File: src/rtl/output_bram_drain_axis_if.sv
// AXI-Stream bundle carrying drained output words.
// master: tdata/tvalid/tlast out, tready in; slave is the mirror.
interface output_bram_drain_axis_if #(
  parameter int DW = 16
);
  logic [DW-1:0] tdata;
  logic          tvalid;
  logic          tready;
  logic          tlast;

  modport master (
    output tdata,
    output tvalid,
    output tlast,
    input  tready
  );

  modport slave (
    input  tdata,
    input  tvalid,
    input  tlast,
    output tready
  );
endinterface

File: src/rtl/output_bram_drain_axis.sv
// Drains the 16-bank output BRAM address-major/bank-minor onto AXI-Stream.
// Ports: clk, rst_n, start/base_addr/num_addrs/relu_en, busy/done, ext_read_*, bram_read_data_flat, m_axis.
module output_bram_drain_axis #(
  parameter int DW         = 16,
  parameter int NUM_BRAMS  = 16,
  parameter int ADDR_WIDTH = 9
) (
  input  logic                            clk,
  input  logic                            rst_n,
  input  logic                            start,
  input  logic [ADDR_WIDTH-1:0]           base_addr,
  input  logic [ADDR_WIDTH:0]             num_addrs,
  input  logic                            relu_en,
  output logic                            busy,
  output logic                            done,
  output logic                            ext_read_mode,
  output logic [NUM_BRAMS*ADDR_WIDTH-1:0] ext_read_addr_flat,
  output logic [NUM_BRAMS-1:0]            ext_read_en,
  input  logic [NUM_BRAMS*DW-1:0]         bram_read_data_flat,
  output_bram_drain_axis_if.master        m_axis
);
  localparam int IW = $clog2(NUM_BRAMS);
  localparam logic [IW-1:0] IDX_ONE = 1;
  localparam logic [IW-1:0] IDX_LAST = IW'(NUM_BRAMS - 1);
  localparam logic [ADDR_WIDTH:0] CNT_ONE = 1;

  typedef enum logic [2:0] {
    IDLE,
    READ,
    CAPTURE,
    SEND,
    FINISH
  } state_t;

  state_t                state;
  state_t                state_nx;
  logic [ADDR_WIDTH-1:0] base_q;
  logic [ADDR_WIDTH:0]   num_q;
  logic [ADDR_WIDTH:0]   addr_cnt;
  logic                  relu_q;
  logic [IW-1:0]         word_idx;
  logic [DW-1:0]         buf_q [NUM_BRAMS];
  logic [ADDR_WIDTH-1:0] rd_addr;
  logic                  last_word;
  logic                  last_addr;
  logic                  beat;
  logic                  accept;

  function automatic logic [DW-1:0] relu(
    input logic          en,
    input logic [DW-1:0] w
  );
    return (en && w[DW-1]) ? '0 : w;
  endfunction

  assign last_word = word_idx == IDX_LAST;
  assign last_addr = (addr_cnt + CNT_ONE) == num_q;
  assign beat      = m_axis.tvalid & m_axis.tready;
  assign accept    = (state == IDLE) && start && (num_addrs != '0);

  // Address is only updated on transitions into READ, so it stays
  // stable for the rest of each address period.
  assign rd_addr = base_q + addr_cnt[ADDR_WIDTH-1:0];
  assign ext_read_addr_flat = {NUM_BRAMS{rd_addr}};
  assign m_axis.tdata = buf_q[word_idx];

  always_ff @(posedge clk or negedge rst_n) begin
    if (!rst_n) state <= IDLE;
    else        state <= state_nx;
  end

  always_comb begin
    state_nx      = state;
    busy          = 1'b0;
    ext_read_mode = 1'b0;
    ext_read_en   = '0;
    m_axis.tvalid = 1'b0;
    m_axis.tlast  = 1'b0;
    unique case (state)
      IDLE: begin
        if (start)
          state_nx = (num_addrs != '0) ? READ : FINISH;
      end
      READ: begin
        busy          = 1'b1;
        ext_read_mode = 1'b1;
        ext_read_en   = '1;
        state_nx      = CAPTURE;
      end
      CAPTURE: begin
        busy          = 1'b1;
        ext_read_mode = 1'b1;
        state_nx      = SEND;
      end
      SEND: begin
        busy          = 1'b1;
        ext_read_mode = 1'b1;
        m_axis.tvalid = 1'b1;
        m_axis.tlast  = last_word && last_addr;
        if (beat && last_word)
          state_nx = last_addr ? FINISH : READ;
      end
      FINISH: begin
        busy          = 1'b1;
        ext_read_mode = 1'b1;
        state_nx      = IDLE;
      end
      default: state_nx = IDLE;
    endcase
  end

  always_ff @(posedge clk or negedge rst_n) begin
    if (!rst_n) begin
      base_q   <= '0;
      num_q    <= '0;
      relu_q   <= 1'b0;
      addr_cnt <= '0;
      word_idx <= '0;
      done     <= 1'b0;
      for (int b = 0; b < NUM_BRAMS; b++)
        buf_q[b] <= '0;
    end else begin
      // done lands in the first IDLE cycle, together with the port release.
      done <= state == FINISH;
      if (accept) begin
        base_q   <= base_addr;
        num_q    <= num_addrs;
        relu_q   <= relu_en;
        addr_cnt <= '0;
      end
      if (state == CAPTURE) begin
        word_idx <= '0;
        for (int b = 0; b < NUM_BRAMS; b++)
          buf_q[b] <= relu(relu_q, bram_read_data_flat[b*DW +: DW]);
      end
      if (state == SEND && beat) begin
        word_idx <= word_idx + IDX_ONE;
        if (last_word && !last_addr)
          addr_cnt <= addr_cnt + CNT_ONE;
      end
    end
  end
endmodule

File: src/flat_wrapper.sv
// flat-port wrapper written by rule: the top's interface ports become plain ports
module output_bram_drain_axis_flat 
#(
  parameter int DW         = 16,
  parameter int NUM_BRAMS  = 16,
  parameter int ADDR_WIDTH = 9
)
  (clk, rst_n, start, base_addr, num_addrs, relu_en, busy, done, ext_read_mode, ext_read_addr_flat, ext_read_en, bram_read_data_flat, m_axis_tdata, m_axis_tvalid, m_axis_tlast, m_axis_tready);
  output_bram_drain_axis_if #(.DW(DW)) m_axis_i ();
  input  logic clk;
  input  logic rst_n;
  input  logic start;
  input  logic [ADDR_WIDTH-1:0] base_addr;
  input  logic [ADDR_WIDTH:0] num_addrs;
  input  logic relu_en;
  output logic busy;
  output logic done;
  output logic ext_read_mode;
  output logic [NUM_BRAMS*ADDR_WIDTH-1:0] ext_read_addr_flat;
  output logic [NUM_BRAMS-1:0] ext_read_en;
  input  logic [NUM_BRAMS*DW-1:0] bram_read_data_flat;
  output wire logic [$bits(m_axis_i.tdata)-1:0] m_axis_tdata;
  output wire logic [$bits(m_axis_i.tvalid)-1:0] m_axis_tvalid;
  output wire logic [$bits(m_axis_i.tlast)-1:0] m_axis_tlast;
  input wire logic [$bits(m_axis_i.tready)-1:0] m_axis_tready;
  assign m_axis_tdata = m_axis_i.tdata;
  assign m_axis_tvalid = m_axis_i.tvalid;
  assign m_axis_tlast = m_axis_i.tlast;
  assign m_axis_i.tready = m_axis_tready;
  output_bram_drain_axis #(.DW(DW), .NUM_BRAMS(NUM_BRAMS), .ADDR_WIDTH(ADDR_WIDTH)) u_core (.clk(clk), .rst_n(rst_n), .start(start), .base_addr(base_addr), .num_addrs(num_addrs), .relu_en(relu_en), .busy(busy), .done(done), .ext_read_mode(ext_read_mode), .ext_read_addr_flat(ext_read_addr_flat), .ext_read_en(ext_read_en), .bram_read_data_flat(bram_read_data_flat), .m_axis(m_axis_i));
endmodule
File: config.mk
export PLATFORM = sky130hd
export DESIGN_NAME = output_bram_drain_axis_flat
export DESIGN_NICKNAME = d
export VERILOG_FILES = /design/src/rtl/output_bram_drain_axis_if.sv /design/src/rtl/output_bram_drain_axis.sv /design/src/flat_wrapper.sv
export SDC_FILE = /design/constraint.sdc
export NUM_CORES = 1
export LEC_CHECK = 0
export CELL_PAD_IN_SITES_DETAIL_PLACEMENT = 0
export CELL_PAD_IN_SITES_GLOBAL_PLACEMENT = 2
export CORE_AREA = 3 3 233 235
export CTS_CLUSTER_SIZE = 20
export DETAILED_ROUTE_END_ITERATION = 8
export DIE_AREA = 0 0 236 238
export PLACE_DENSITY_LB_ADDON = 0.12
export SYNTH_ARGS = -nofsm -noshare
export SYNTH_HDL_FRONTEND = slang
export SYNTH_SLANG_ARGS = --single-unit
File: constraint.sdc
create_clock -name clk -period 5.45 [get_ports clk]
set_input_delay 1.09 -clock clk [delete_from_list [all_inputs] [get_ports clk]]
set_output_delay 1.09 -clock clk [all_outputs]
set_load 0.01 [all_outputs]
==> metrics.csv, run 1 <==
stage,metric,value,unit
run_status,status,"finished, final reports clean",
cts,postCtsHoldBufs,0,
setup_path,crit_family,buffers and inverters,
grt,overflow,0,
sta,max_freq,216,MHz
logic_synthesis,synth.distinct_cells,52,
grt,grt_pass1_vias,12900,
setup_path,cp.buffers_inverters,3,
setup_path,reg2reg_to,u_core.addr_cnt[7]$_DFF_PN0_,
setup_path,crit_path_max_fanout,16,
sta,fin_crit_sh,85.1,%
detailed_routing,firstDrtPassIters,5,
grt,grt_usage,19.1,%
worst_hold_path,hold_path_startpoint,u_core.buf_q[232]$_DFFE_PN0P_,
logic_synthesis,synth_fp_nets,2020,
floorplan,core,52400,um2
logic_synthesis,yosysSeqAreaShare,47.1,%
cts,ctsResizeCount,0,
logic_synthesis,syn-cell-area,15600,um2
sta,relSlewSlack,11.1,%
cts,cts_root_buffer,clkbuf_16,
cells_and_area,num-nets-final,2271,
place,port_buffers,460,
setup_path,worstRegToRegCells,8,
power_and_ir_drop,power_density,425,nW/um2
detailed_routing,drt_first_iter_violations,780,
setup_path,worst_setup_path_end_kind,primary output,
logic_synthesis,synth_top_cell_by_area,dfrtp_1,
logic_synthesis,synth-seq-cells,294,
sta,final_hold_viol_count,0,
cts,insertion_delay,0.54,ns
sta,fin_crit,4.64,ns
sta,final_max_slew_viol_count,0,
cells_and_area,seqCellArea,7360,um2
worst_hold_path,whs_endpoint,u_core.buf_q[232]$_DFFE_PN0P_,
detailed_routing,drc,0,
cts,htree_levels,2,
logic_synthesis,syn_inst,1729,
detailed_routing,vias,12500,
sta,rsz0062_at_grt,no,
cells_and_area,drive_gt1_share,7.58,%
grt,grt_max_degree,195,
place,gp_congestion,0.760,
detailed_routing,wl_per_cell,20.3,um
logic_synthesis,synth_area_leaders,"dfrtp_1, nand2_1, o21ai_0, buf_4, mux4_2",
floorplan,dieArea,56200,um2
cells_and_area,multi_input_area,6620,um2
logic_synthesis,synth_edf_count,0,
setup_path,path_cells,ha_1 -> inv_1 -> fa_1 -> inv_1 -> a21oi_1 -> o21bai_1 -> xor2_1 -> clkdlybuf4s50_1,
logic_synthesis,yosys-top-cells-count,"nand2_1, dfrtp_1, o21ai_0",
power_and_ir_drop,power.total,8880,uW
logic_synthesis,async_flop_share,100,%
setup_path,critPathArrivalTime,3.55,ns
cts,cts_tree,done,
sta,finalClockSkew,0.00944,ns
setup_path,r2r_start,u_core.addr_cnt[0]$_DFF_PN0_,
setup_path,reg2reg_slack,2.69,ns
logic_synthesis,synth.most_common_cell,nand2_1,
setup_path,crit_type,reg2out,
setup_path,crit_top_cell,inv_1,
flow_run,drv_cap,0,
cts,cts_setup_buffers,0,
grt,grt_pass1_wl,81900,um
setup_path,worstSetupStartpointType,flop,
detailed_routing,routed_via_density,4.63,
cells_and_area,fin_area,20900,um2
floorplan,fp-row-count,84,
floorplan,initial_utilization,29.8,%
worst_hold_path,hold_class,reg2reg,
grt,antenna_found_initial,4,
cells_and_area,syn_to_final_growth,33.7,%
cts,clock_path_buffers,3,
sta,setup-tns-final,0,ns
power_and_ir_drop,vdd_drop_max,0.204,mV
power_and_ir_drop,p_leak,0.00969,uW
logic_synthesis,synth-main-ff-cell,dfrtp_1,
cts,cts_sinks,294,
detailed_routing,ant_nets,0,
detailed_routing,routed_wl,54700,um
cts,path_clk_slew,0.06,ns
floorplan,fp.dieH,238,um
cts,cts_buffers,37,
place,place_hpwl,40900,um
floorplan,dieWidth,236,um
worst_hold_path,hold_depth,2,
logic_synthesis,yosys_warnings,0,
setup_path,crit_path_max_incr_delay,0.78,ns
logic_synthesis,netlist.area_leader.share,47.1,%
cells_and_area,nFillCells,5216,
place,post_dp_cell_area,19700,um2
sta,whs,0.473,ns
setup_path,crit_slowest_cell,xor2_1,
logic_synthesis,syn_avg_cell_area,9.04,um2
floorplan,ioPinCount,461,
sta,tightestPinTransition,1.33,ns
sta,setup_viol,0,
setup_path,crit_required,4.36,ns
-- stage by stage --
stage                     util, %  worst slack, ns  instances
after floorplan                 -             1.64       1729
after global placement       37.5             1.42       2629
after detailed placement     37.5             1.31       2629
after CTS                    39.8            0.701       2693
after global routing         39.8            0.371       2693
final                        39.8            0.810       2695
-- state kept, by name, indices dropped and copies added (netlist names) --
register and flops:
u_core.word_idx 4, u_core.state 3, u_core.done 1, u_core.addr_cnt 10, u_core.num_q 10, u_core.base_q 9, u_core.buf_q 256, u_core.relu_q 1
-- worst max-delay path by stage --
stage	start	to	depth (start not counted)
6_report	u_core.addr_cnt[0]$_DFF_PN0_	ext_read_addr_flat[139]	8
3_5_place_dp	u_core.addr_cnt[0]$_DFF_PN0_	ext_read_addr_flat[139]	8
3_3_place_gp	u_core.addr_cnt[0]$_DFF_PN0_	ext_read_addr_flat[40]	8
2_1_floorplan	u_core.addr_cnt[0]$_DFF_PN0_	ext_read_addr_flat[107]	11
5_1_grt	u_core.addr_cnt[0]$_DFF_PN0_	ext_read_addr_flat[139]	8
4_1_cts	u_core.addr_cnt[0]$_DFF_PN0_	ext_read_addr_flat[139]	8
-- placed cells by master, fill, tap and decap left out, types with 10 or more instances in the layout --
master and instances:
mux4_2 32, a221oi_1 16, mux2_2 34, a22oi_1 16, ha_1 10, a21oi_1 29
o21ai_0 294, dfrtp_1 292, xnor2_1 14, clkbuf_16 38, nand2_1 554, buf_4 14
clkbuf_1 14, clkdlybuf4s50_1 459, nand2b_1 20, mux2i_1 53, nor2_1 13
-- tightest hold or removal path, stage by stage, from the launching register on --
cell     delay [ns]
dfrtp_1        0.34
nand2_1        0.05
o21ai_0        0.06
-- routing by layer --
metal	global-route usage, %	wire (um)
met4	5.18	1170
met5	0	45
met2	32.4	26700
met1	24.5	23600
met3	4.62	3180
-- report_power, final --
group,total (uW),switching [uW],internal [uW]
logic,2780,1450,1320
registers,3630,561,3070
clock network,2470,967,1510
-- cells by family after synthesis --
group	Yosys count	share of synthesized area, %
simple gates	632	16.4
buf+inv	275	10.6
xor+xnor	23	1.34
mux	119	10.5
fa+ha+maj	11	0.928
flops	294	47.1
compound gates	375	13.2
-- layout make-up --
cell class | count | share of cell area [%]
tap | 688 | 4.12
clock buffer | 58 | 5.20
sequential | 294 | 35.2
antenna | 2 | 0.0240
clock inverter | 6 | 0.569
inverter | 8 | 0.144
multi-input combinational | 1160 | 31.7
timing repair buffer | 479 | 23.0
No activity file was read; power rests on OpenSTA's default activity.
==> run 2: changes to the inputs <==
Settings changed: SKIP_CTS_REPAIR_TIMING from default to 1.
==> results of run 2 <==
No change in the layout: final DEF, timing and power equal those of run 1.
